**src/rtl/vcve2_dmem_pkg.sv**
```systemverilog
// Shared request/response types and the rotating priority picker used by the
// data-memory crossbar arbiters.
package vcve2_dmem_pkg;

   typedef struct packed {
      logic        we;
      logic [3:0]  be;
      logic [31:0] addr;
      logic [31:0] wdata;
   } dmem_req_t;

   typedef struct packed {
      logic [31:0] rdata;
      logic        err;
   } dmem_rsp_t;

   // Picker handles up to 32 requesters.
   localparam int unsigned PickIdxW = 5;

   typedef struct packed {
      logic                found;
      logic [PickIdxW-1:0] idx;
   } pick_t;

   // First set bit of mask[n-1:0], searching upward from start and wrapping.
   function automatic pick_t prio_pick(input logic [31:0]         mask,
                                       input logic [PickIdxW-1:0] start,
                                       input int unsigned         n);
      pick_t               res;
      logic [PickIdxW-1:0] c;
      res = '0;
      for (int unsigned k = 0; k < 32; k++) begin
         if (k < n) begin
            c = PickIdxW'((32'(start) + k) % n);
            if (!res.found && mask[c]) begin
               res.found = 1'b1;
               res.idx   = c;
            end
         end
      end
      return res;
   endfunction

endpackage

```
**src/rtl/vcve2_dmem_rsp_fifo.sv**
```systemverilog
// Circular FIFO of requester IDs; remembers who owns each outstanding access
// on one memory port so responses can be routed back in order.
module vcve2_dmem_rsp_fifo #(
   parameter int unsigned  Depth = 2,
   parameter int unsigned  Width = 1,
   localparam int unsigned PtrW  = (Depth > 1) ? $clog2(Depth) : 1,
   localparam int unsigned CntW  = $clog2(Depth + 1)
) (
   input  logic             clk_i,
   input  logic             rst_i,
   input  logic             push_i,
   input  logic [Width-1:0] data_i,
   input  logic             pop_i,
   output logic             full_o,
   output logic             empty_o,
   output logic [Width-1:0] head_o
);

   logic [Width-1:0] mem_r [Depth];
   logic [PtrW-1:0]  wr_ptr_r;
   logic [PtrW-1:0]  rd_ptr_r;
   logic [CntW-1:0]  cnt_r;
   logic             push_ok_s;
   logic             pop_ok_s;

   function automatic logic [PtrW-1:0] next_ptr(input logic [PtrW-1:0] ptr);
      logic [PtrW-1:0] nxt;
      if (ptr == PtrW'(Depth - 1)) begin
         nxt = '0;
      end else begin
         nxt = ptr + PtrW'(1);
      end
      return nxt;
   endfunction

   assign full_o    = (cnt_r == CntW'(Depth));
   assign empty_o   = (cnt_r == CntW'(0));
   assign head_o    = mem_r[rd_ptr_r];
   assign push_ok_s = push_i & ~full_o;
   assign pop_ok_s  = pop_i & ~empty_o;

   // Pointer and occupancy bookkeeping.
   always_ff @(posedge clk_i) begin
      if (rst_i) begin
         wr_ptr_r <= '0;
         rd_ptr_r <= '0;
         cnt_r    <= '0;
      end else begin
         wr_ptr_r <= push_ok_s ? next_ptr(wr_ptr_r) : wr_ptr_r;
         rd_ptr_r <= pop_ok_s ? next_ptr(rd_ptr_r) : rd_ptr_r;
         case ({push_ok_s, pop_ok_s})
            2'b10:   cnt_r <= cnt_r + CntW'(1);
            2'b01:   cnt_r <= cnt_r - CntW'(1);
            default: cnt_r <= cnt_r;
         endcase
      end
   end

   // ID storage.
   always_ff @(posedge clk_i) begin
      if (rst_i) begin
         for (int unsigned k = 0; k < Depth; k++) begin
            mem_r[k] <= '0;
         end
      end else if (push_ok_s) begin
         mem_r[wr_ptr_r] <= data_i;
      end else begin
         mem_r[wr_ptr_r] <= mem_r[wr_ptr_r];
      end
   end

endmodule

```
**src/rtl/vcve2_dmem_xbar_chk.sv**
```systemverilog
// Protocol checks for the crossbar: a requester must never receive responses
// from two ports in the same cycle (it broke the one-port-at-a-time rule).
module vcve2_dmem_xbar_chk #(
   parameter int unsigned NumReq   = 2,
   parameter int unsigned NumPorts = 1
) (
   input logic                               clk_i,
   input logic                               rst_i,
   input logic [NumReq-1:0][NumPorts-1:0]    rsp_hit_i
);

   for (genvar i = 0; i < NumReq; i++) begin : g_req
      a_one_port_rsp: assert property (@(posedge clk_i) disable iff (rst_i)
                                       $onehot0(rsp_hit_i[i]));
   end

endmodule

```
**src/rtl/vcve2_dmem_xbar.sv**
```systemverilog
// Data-memory crossbar: NumReq requesters (0 = LSU) onto NumPorts memory ports
// with grant locking and in-order response routing. Define
// VCVE2_DMEM_XBAR_RR_ARB_EN for per-port round-robin instead of fixed priority.
module vcve2_dmem_xbar
   import vcve2_dmem_pkg::*;
#(
   parameter int unsigned  NumReq         = 2,
   parameter int unsigned  NumPorts       = 1,
   parameter int unsigned  MaxOutstanding = 2,
   localparam int unsigned ReqIdW         = (NumReq > 1) ? $clog2(NumReq) : 1,
   localparam int unsigned PortIdW        = (NumPorts > 1) ? $clog2(NumPorts) : 1
) (
   input  logic                             clk_i,
   input  logic                             rst_i,
   input  logic      [NumReq-1:0]              req_valid_i,
   input  logic      [NumReq-1:0][PortIdW-1:0] req_port_i,
   input  dmem_req_t [NumReq-1:0]              req_i,
   output logic      [NumReq-1:0]              req_gnt_o,
   output logic      [NumReq-1:0]              rsp_valid_o,
   output dmem_rsp_t [NumReq-1:0]              rsp_o,
   output logic      [NumPorts-1:0]            data_req_o,
   output dmem_req_t [NumPorts-1:0]            data_o,
   input  logic      [NumPorts-1:0]            data_gnt_i,
   input  logic      [NumPorts-1:0]            data_rvalid_i,
   input  dmem_rsp_t [NumPorts-1:0]            data_rsp_i,
   output logic                             proto_err_o
);

   logic [NumPorts-1:0]             port_push_s;
   logic [NumPorts-1:0]             port_pop_s;
   logic [NumPorts-1:0]             port_err_s;
   logic [NumPorts-1:0][ReqIdW-1:0] port_sel_s;
   logic [NumPorts-1:0][ReqIdW-1:0] port_head_s;
   logic [NumReq-1:0][NumPorts-1:0] rsp_hit_s;
   logic                            proto_err_r;

   for (genvar p = 0; p < NumPorts; p++) begin : g_port
      logic [NumReq-1:0] cand_s;
      pick_t             pick_s;
      logic [ReqIdW-1:0] start_s;
      logic [ReqIdW-1:0] sel_s;
      logic              sel_vld_s;
      logic              req_s;
      logic              full_s;
      logic              empty_s;
      logic [ReqIdW-1:0] head_s;
      logic              owner_vld_r;
      logic [ReqIdW-1:0] owner_id_r;

      // Requesters currently asking for this port.
      always_comb begin
         cand_s = '0;
         for (int unsigned i = 0; i < NumReq; i++) begin
            if (req_valid_i[i] && (req_port_i[i] == PortIdW'(p))) begin
               cand_s[i] = 1'b1;
            end else begin
               cand_s[i] = 1'b0;
            end
         end
      end

`ifdef VCVE2_DMEM_XBAR_RR_ARB_EN
      logic [ReqIdW-1:0] rr_ptr_r;

      assign start_s = rr_ptr_r;

      // Round-robin pointer advances past whoever was just granted.
      always_ff @(posedge clk_i) begin
         if (rst_i) begin
            rr_ptr_r <= '0;
         end else if (port_push_s[p]) begin
            rr_ptr_r <= (sel_s == ReqIdW'(NumReq - 1)) ? '0 : sel_s + ReqIdW'(1);
         end else begin
            rr_ptr_r <= rr_ptr_r;
         end
      end
`else
      assign start_s = '0;
`endif

      assign pick_s = prio_pick(32'(cand_s), PickIdxW'(start_s), NumReq);

      // A locked owner keeps the port until granted; if it withdraws, the
      // lock falls away and normal arbitration resumes.
      always_comb begin
         if (owner_vld_r && cand_s[owner_id_r]) begin
            sel_s     = owner_id_r;
            sel_vld_s = 1'b1;
         end else begin
            sel_s     = ReqIdW'(pick_s.idx);
            sel_vld_s = pick_s.found;
         end
      end

      assign req_s          = sel_vld_s & ~full_s & ~rst_i;
      assign port_push_s[p] = req_s & data_gnt_i[p];
      assign port_pop_s[p]  = data_rvalid_i[p] & ~empty_s & ~rst_i;
      assign port_err_s[p]  = data_rvalid_i[p] & empty_s;
      assign port_sel_s[p]  = sel_s;
      assign port_head_s[p] = head_s;
      assign data_req_o[p]  = req_s;
      assign data_o[p]      = req_i[sel_s];

      // Grant lock: remember a presented-but-stalled winner.
      always_ff @(posedge clk_i) begin
         if (rst_i) begin
            owner_vld_r <= 1'b0;
            owner_id_r  <= '0;
         end else if (req_s && !data_gnt_i[p]) begin
            owner_vld_r <= 1'b1;
            owner_id_r  <= sel_s;
         end else begin
            owner_vld_r <= 1'b0;
            owner_id_r  <= owner_id_r;
         end
      end

      vcve2_dmem_rsp_fifo #(
         .Depth (MaxOutstanding),
         .Width (ReqIdW)
      ) u_rsp_fifo (
         .clk_i   (clk_i),
         .rst_i   (rst_i),
         .push_i  (port_push_s[p]),
         .data_i  (sel_s),
         .pop_i   (port_pop_s[p]),
         .full_o  (full_s),
         .empty_o (empty_s),
         .head_o  (head_s)
      );
   end

   // Fold per-port grants and responses back onto each requester.
   always_comb begin
      req_gnt_o   = '0;
      rsp_valid_o = '0;
      rsp_o       = '0;
      rsp_hit_s   = '0;
      for (int unsigned i = 0; i < NumReq; i++) begin
         for (int unsigned p = 0; p < NumPorts; p++) begin
            rsp_hit_s[i][p] = port_pop_s[p] && (port_head_s[p] == ReqIdW'(i));
            req_gnt_o[i]    = req_gnt_o[i] |
                              (port_push_s[p] && (port_sel_s[p] == ReqIdW'(i)));
            rsp_valid_o[i]  = rsp_valid_o[i] | rsp_hit_s[i][p];
            rsp_o[i]        = dmem_rsp_t'(rsp_o[i] |
                              (data_rsp_i[p] & {$bits(dmem_rsp_t){rsp_hit_s[i][p]}}));
         end
      end
   end

   // Sticky flag for responses arriving with nothing outstanding.
   always_ff @(posedge clk_i) begin
      if (rst_i) begin
         proto_err_r <= 1'b0;
      end else begin
         proto_err_r <= proto_err_r | (|port_err_s);
      end
   end

   assign proto_err_o = proto_err_r;

   vcve2_dmem_xbar_chk #(
      .NumReq   (NumReq),
      .NumPorts (NumPorts)
   ) u_chk (
      .clk_i     (clk_i),
      .rst_i     (rst_i),
      .rsp_hit_i (rsp_hit_s)
   );

endmodule
```
**config.mk**
```make
export PLATFORM = sky130hd
export DESIGN_NAME = vcve2_dmem_xbar
export DESIGN_NICKNAME = d
export VERILOG_FILES = /design/src/rtl/vcve2_dmem_pkg.sv /design/src/rtl/vcve2_dmem_rsp_fifo.sv /design/src/rtl/vcve2_dmem_xbar_chk.sv /design/src/rtl/vcve2_dmem_xbar.sv
export SDC_FILE = /design/constraint.sdc
export NUM_CORES = 1
export LEC_CHECK = 0
export ABC_AREA = 0
export ABC_CLOCK_PERIOD_IN_PS = 5620
export CORE_AREA = 3 3 122 124
export DETAILED_ROUTE_END_ITERATION = 7
export DIE_AREA = 0 0 125 127
export GPL_ROUTABILITY_DRIVEN = 0
export HOLD_SLACK_MARGIN = 0.15
export SKIP_LAST_GASP = 1
export SLEW_MARGIN = 25
export SYNTH_ARGS = -nofsm -noshare
export SYNTH_HDL_FRONTEND = slang
export SYNTH_HIERARCHICAL = 1
export SYNTH_SLANG_ARGS = --single-unit
```
**constraint.sdc**
```tcl
create_clock -name clk_i -period 5.62 [get_ports clk_i]
set_clock_uncertainty 0.1 [all_clocks]
set_input_delay 1.124 -clock clk_i [delete_from_list [all_inputs] [get_ports clk_i]]
set_output_delay 1.124 -clock clk_i [all_outputs]
set_load 0.03 [all_outputs]
```
* Word-level counts from Yosys, hierarchy flattened
Memory sizes are Yosys's and may differ from the RTL's. A register that Yosys moved wholly into a read port is not among the register bits.
Index checks and enable logic that the tools add are counted.
** Storage, ports and cells
- Register bits :: 7
- Bits in writable memories :: 2
- Bits of input ports :: 179
- Output and inout bits :: 141
- Word-level logic and storage cells :: 79
- Memories :: 1
** Operators by class
- $add $sub $neg :: 4
- $lt $le $gt $ge :: 2
- Equal/unequal tests :: 4
- Muxes and demuxes :: 28
- Bitwise operators :: 19
- Reductions and logical operators :: 15
** Memories
- g_port[0].u_rsp_fifo.mem_r :: depth 2, bits a word 1, rd ports 1, clocked after Yosys merged registers in 1, wr ports 2, RTL line vcve2_dmem_rsp_fifo.sv:19 : logic [Width-1:0] mem_r [Depth];
** Operators by type and width (count)
- 2-to-1 mux 69 bit :: 2
- bitwise AND 33 bit :: 2
- 2-to-1 mux 1 bit :: 23
- 2-to-1 mux 6 bit :: 2
- logical AND 1 bit :: 9
- bitwise AND 1 bit :: 8
- NOT 1 bit :: 7
- equality test 2 bit, second input constant :: 2
- < comparator 1 x 2 -> 1 bit, second input constant :: 2
- one-hot mux 2 bit (2 select lines) :: 1
- adder 1 bit, second input constant :: 2
- adder 2 x 1 -> 2 bit, second input constant :: 1
- equality test 2 x 1 -> 1 bit, second input constant :: 1
- logical NOT 1 bit :: 2
- logical NOT 2 bit :: 1
- bitwise OR 1 bit :: 2
- AND reduction 2 bit :: 1
- nonzero test 2 bit :: 1
- subtractor 2 x 1 -> 2 bit, second input constant :: 1
- inequality test 0 bit :: 1
- OR reduction 1 bit :: 1

* Logic depth before layout (Yosys ltp)
Gate-level depths: netlist of run 1.
- Word-level depth :: 19
- Gate-level depth with buffers :: 10
- Gate-level depth less buffers :: 10

* Modules after synthesis
Netlist of run 1, hierarchy kept.
** Modules (own cells, without submodules)
- vcve2_dmem_xbar :: instances 1, cells each 175, area each 1873.0 sq um, sequential area each 60.1 sq um
- vcve2_dmem_rsp_fifo :: instances 1, cells each 33, area each 322.8 sq um, sequential area each 160.2 sq um

* Worst setup path after synthesis of run 1
OpenSTA, ideal clock, no wires.
- Path kind :: input to output
- Start point :: input port req_valid_i[1]
- End point :: output port data_o[10] in the netlist's numbering
- Data arrival time :: 2114 ps
- Required time :: 4396 ps
- Slack :: 2282 ps
- Stages on the path :: 5
- Path buffers :: 2
- Cells stage by stage :: nor2b_4 a21boi_4 buf_12 buf_12 mux2_4
** RTL lines
- from (decl) :: RTL line vcve2_dmem_xbar.sv:15 : input logic [NumReq-1:0] req_valid_i,
- to (decl) :: RTL line vcve2_dmem_xbar.sv:22 : output dmem_req_t [NumPorts-1:0] data_o,

==> reports/results.txt, run 1 <==
worst skew pair latency = 0.23 ns
layout cells sized above 1 = 17.5%
final worst hold slack = 0.378 ns
# DRC = 0
mux share of post-synthesis cell area = 47.7%
GRT Max-Usage Layer = met2
hold_buf cts = 0
Post-Synth XOR/XNOR Area = 1.20%
number of vias per cell = 3.96
Setup TNS Final = 0 ns
Synth Area in Simple Gates = 26.1%
first-pass GRT wire length = 16.9 mm
Initial Util = 15.8%
H-tree levels = 1
Ports = 320
drt first pass iters = 4
Max Root-Sink Buffers = 2
final hold vios = 0
Warnings, synthesis = 6
Wirelength per Cell = 16.9 um
Iter 0 DRT Violations = 87
met3 Usage GRT = 2.05%
commonest non-fill, non-tap cell in the layout = clkdlybuf4s50_1
CP Data Arrival Time = 3.46 ns
RSZ-0062 raised after global routing = false
Hold Path Class = reg2reg
die width = 125 um
post-synth top area share = 45.1%
Synth Cell Area = 2200 um2
# diodes = 0
startpoint types = primary input
antenna violations before repair = 0
status = completed
aggregate global-route resource usage = 13.3%
post-synthesis compound-gate area fraction = 3.65%
TritonCTS Buffers = 3
setup bufs post-CTS = 0
Yosys cell types = 34
CTS resizes = 0
Clk pin slew, worst setup/hold paths = 0.04 ns
syn_area_per_cell = 10.6 um2
met2 Usage GRT = 27.8%
critical path class = in2out
Tmin final = 4.69 ns
sequential share of the synthesized area = 10.0%
synth top area cells = mux2_4, and2_1, and3_1
final worst-path cycle share = 83.4%
met1 usage = 14.2%
DP HPWL = 10.3 mm
vias in the first global route = 2850
final wirelength = 11.9 mm
CTS tree = yes
maximum capacitance violations = 0
Max Freq = 213 MHz
PwrDens = 114 nW/um2
Max-slew headroom = 65.7%
CORE AREA = 13900 um2
Post-Syn Nets = 388
setup violators final = 0
synthesized instance count = 208
FP Rows = 43
Synth area leader = mux2_4
Pins Over Slew Limit = 0
kind of end point of the critical path = output port
Die Y = 127 um
Post-Synth Adder-Cell Area = 0.570%
die area = 15900 um2
Area Growth Syn to Fin = 154%
I/O Buffers = 319
#FFs+latches synth = 10
Worst Max-Slew Pin Slew = 0.515 ns
CP max FO = 30
GRT overflow = 0
fill cell total of the finished layout = 1366
worst vdd ir = 0.116 mV
vias after detailed routing = 2773
Root Buffer = clkbuf_16
leakage power = 2.31 nW
nets = 702
Post-DRT Antenna Nets = 0
CTS sink count = 10
Worst Path Required = 4.40 ns
commonest cells after routing, fill and taps aside = clkdlybuf4s50_1, mux2_4, and2_1, and3_1, dfxtp_1
main combinational cell family by area after synthesis = multiplexers
pin count of the biggest net entering global routing = 36
## logic make-up after synthesis
logic type | after synthesis
AO/OA/AOI/OAI | 11
buffers and inverters | 22
adder cells (fa/ha/maj) | 1
multiplexers | 71
AND/OR/NAND/NOR | 90
XOR/XNOR | 3
flip-flops | 10
## critical path: stages
cell and delay, ns:
clkdlybuf4s50_1 0.46, nor2b_4 0.16, a21boi_4 0.47, buf_12 0.31
mux2_4 0.32, clkdlybuf4s50_1 0.60
## flip-flops by register name, indices dropped and copies added, names as in the netlist, named ones only
name,cells
g_port.u_rsp_fifo/cnt_r,2
g_port.u_rsp_fifo/mem_r,2
g_port.owner_id_r,1
g_port.owner_vld_r,1
g_port.u_rsp_fifo/rd_ptr_r,1
g_port.u_rsp_fifo/wr_ptr_r,1
proto_err_o,1
## power breakdown
part           leakage [nW]  total (mW)  switching [mW]  internal [mW]
Sequential           0.0859      0.0783         0.00190         0.0764
Combinational          2.18       0.420           0.170          0.249
Clock                0.0442       0.138          0.0315          0.107
Total                  2.31       0.636           0.204          0.433
## synth_stat cells (all sizes together)
master   n
nor2b    3
xor2     1
and2    34
xnor2    2
and2b    1
a21boi   1
clkbuf   5
a21oi    3
or3      2
nor3b    1
and3    34
mux2    71
nor4     1
o211ai   1
nand2b   2
nand2    3
inv      4
nor2     7
ha       1
edfxtp   2
buf     13
dfxtp    8
nor3     1
a31o     1
o21a     2
o21ai    3
nor4b    1
## stage by stage
| stage | cell area (um2) | instances | utilization (%) | power (mW) | worst slack (ns) |
|---|---|---|---|---|---|
| after CTS | 5570 | 701 | 40.1 | 0.643 | 0.896 |
| after global routing | 5570 | 701 | 40.1 | 0.663 | 0.795 |
| after detailed placement | 5480 | 697 | 39.5 | 0.501 | 0.899 |
| after global placement | 5480 | 697 | 39.5 | 0.498 | 0.933 |
| after floorplan | 2200 | 208 | - | 0.284 | 2.28 |
| final | 5570 | 701 | 40.1 | 0.636 | 0.931 |
## final cells by class
type / count / area (um2) / area share (%)
timing repair buffer: 327 / 3280 / 58.9
multi-input combinational: 176 / 1740 / 31.2
tap: 180 / 225 / 4.05
sequential: 10 / 220 / 3.96
clock buffer: 4 / 88.8 / 1.60
inverter: 4 / 15.0 / 0.270
## final timing paths
path | startpoint | endpoint | slack, ns | cells after the start
worst max-delay path | req_valid_i[1] | data_o[53] | 0.93 | 6
worst min-delay path | proto_err_o | proto_err_o | 0.38 | 2
worst max register to register | g_port[0].u_rsp_fifo/cnt_r[0] | g_port[0].u_rsp_fifo/cnt_r[1] | 3.40 | 7
worst min register to register | proto_err_o | proto_err_o | 0.38 | 2
## layer usage
metal	share of wire (%)	vias to the layer above
met2	57	130
met1	37	1274
li1	-	1363
met4	0.59	0
met5	0	-
met3	5.5	6
Power figures use the tool's default switching activity.
==> run 2, diff against run 1 <==
- ABC_CLOCK_PERIOD_IN_PS: 5620 -> 4300
- CORE_AREA: 3 3 122 124 -> 3 3 124 126
- DIE_AREA: 0 0 125 127 -> 0 0 127 129
- clock period: 5.62 -> 4.3 ns (I/O delays scaled with it)
==> reports/results.txt, run 2 (synthesis gave the netlist of run 1 again) <==
final hold vios = 0
aggregate global-route resource usage = 12.2%
final core utilization = 38.2%
status = completed
Initial Util = 15.2%
design area = 5510 um2
Pins Over Slew Limit = 0
min-delay src = proto_err_o
# diodes = 0
Setup TNS Final = 0 ns
met3 Usage GRT = 1.78%
first-pass GRT wire length = 16.2 mm
flop2flop setup slack = 2.15 ns
kind of end point of the critical path = output port
worst skew pair latency = 0.23 ns
Worst Path Required = 3.34 ns
fill cell total of the finished layout = 1438
maximum capacitance violations = 0
commonest cells after routing, fill and taps aside = clkdlybuf4s50_1, mux2_4, buf_4
Reg area = 220 um2
capture point of the worst reg-to-reg path = g_port[0].u_rsp_fifo/cnt_r[1]
met2 Usage GRT = 24.5%
CP max FO = 27
area of the multi-input gates = 1740 um2
nets = 706
setup violators final = 0
GRT Max-Usage Layer = met2
# DRC = 0
vias in the first global route = 2780
pin count of the biggest net entering global routing = 36
I/O Buffers = 319
setup bufs post-CTS = 0
layout cells sized above 1 = 25.0%
final wirelength = 11.5 mm
DP HPWL = 9.96 mm
worst vdd ir = 0.152 mV
crit path capture = data_o[32]
critical path class = in2out
number of vias per cell = 3.98
Clk pin slew, worst setup/hold paths = 0.04 ns
hold_buf cts = 0
Worst Max-Slew Pin Slew = 0.511 ns
Area after DPL = 5430 um2
Power Total = 815 uW
Max Root-Sink Buffers = 2
Reg2Reg Launch Point = g_port[0].u_rsp_fifo/cnt_r[0]
met1 usage = 13.7%
Iter 0 DRT Violations = 74
CORE AREA = 14400 um2
die area = 16400 um2
Ports = 320
leakage power = 2.40 nW
Largest regs = g_port.u_rsp_fifo/cnt_r x2, g_port.u_rsp_fifo/mem_r x2
final worst-path cycle share = 94.4%
drt first pass iters = 6
Hold Path Class = reg2reg
CTS tree = yes
Post-DRT Antenna Nets = 0
Area Growth Syn to Fin = 151%
FP Rows = 44
Root Buffer = clkbuf_16
TritonCTS Buffers = 3
startpoint types = primary input
GRT overflow = 0
vias after detailed routing = 2822
Max Freq = 246 MHz
Max-slew headroom = 65.9%
r2r worst-path depth = 9
antenna violations before repair = 0
CTS resizes = 0
die width = 127 um
PwrDens = 148 nW/um2
Tmin final = 4.06 ns
launch point of the worst path = req_valid_i[1]
CP Data Arrival Time = 3.10 ns
commonest non-fill, non-tap cell in the layout = clkdlybuf4s50_1
Die Y = 129 um
H-tree levels = 1
Wirelength per Cell = 16.2 um
CTS sink count = 10
RSZ-0062 raised after global routing = false
[run 2: worst max-delay path: stages]
cell,delay (ns)
clkdlybuf4s50_1,0.45
nor2b_4,0.16
a21boi_4,0.23
buf_12,0.23
buf_12,0.22
mux2_4,0.32
clkdlybuf4s50_1,0.59
[run 2: layout make-up]
cell class	count	share of cell area [%]
clock buffers	4	1.43
multi-input cells	176	31.6
well taps	184	4.18
inverters	4	0.272
flip-flops and latches	10	4.00
repair buffers	331	58.6
[run 2: through the flow]
| step | instances | hold slack [ns] | setup slack, ns |
|---|---|---|---|
| final | 709 | 0.368 | 0.240 |
| after global routing | 709 | 0.387 | 0.147 |
| after CTS | 709 | 0.377 | 0.231 |
| after detailed placement | 705 | 0.365 | 0.231 |
| after global placement | 705 | 0.369 | 0.254 |
| after floorplan | 208 | 0.381 | 1.49 |
[run 2: routing by layer]
metal | part of all wire [%] | vias to the layer above | routed length, um
met5 | 0 | - | 0
met3 | 6.5 | 6 | 741
met1 | 36 | 1313 | 4180
met2 | 56 | 132 | 6460
li1 | - | 1371 | -
met4 | 0.68 | 0 | 78
[run 2: worst min-delay path by stage]
stage,endpoint,slack [ns],cells past startpoint
final,proto_err_o,0.37,2
after global routing,proto_err_o,0.39,2
after CTS,proto_err_o,0.38,2
after detailed placement,proto_err_o,0.36,2
after global placement,proto_err_o,0.37,2
after floorplan,flip-flop,0.38,2
[run 2: power by group]
group	internal, mW	switching [mW]
combinational	0.327	0.225
sequential	0.0998	0.00252
clock	0.124	0.0376
==> run 3, diff against run 2 <==
- CTS_CLUSTER_SIZE: unset -> 16
==> results of run 3 <==
The final DEF is identical to that of run 2; final timing and power are the same.
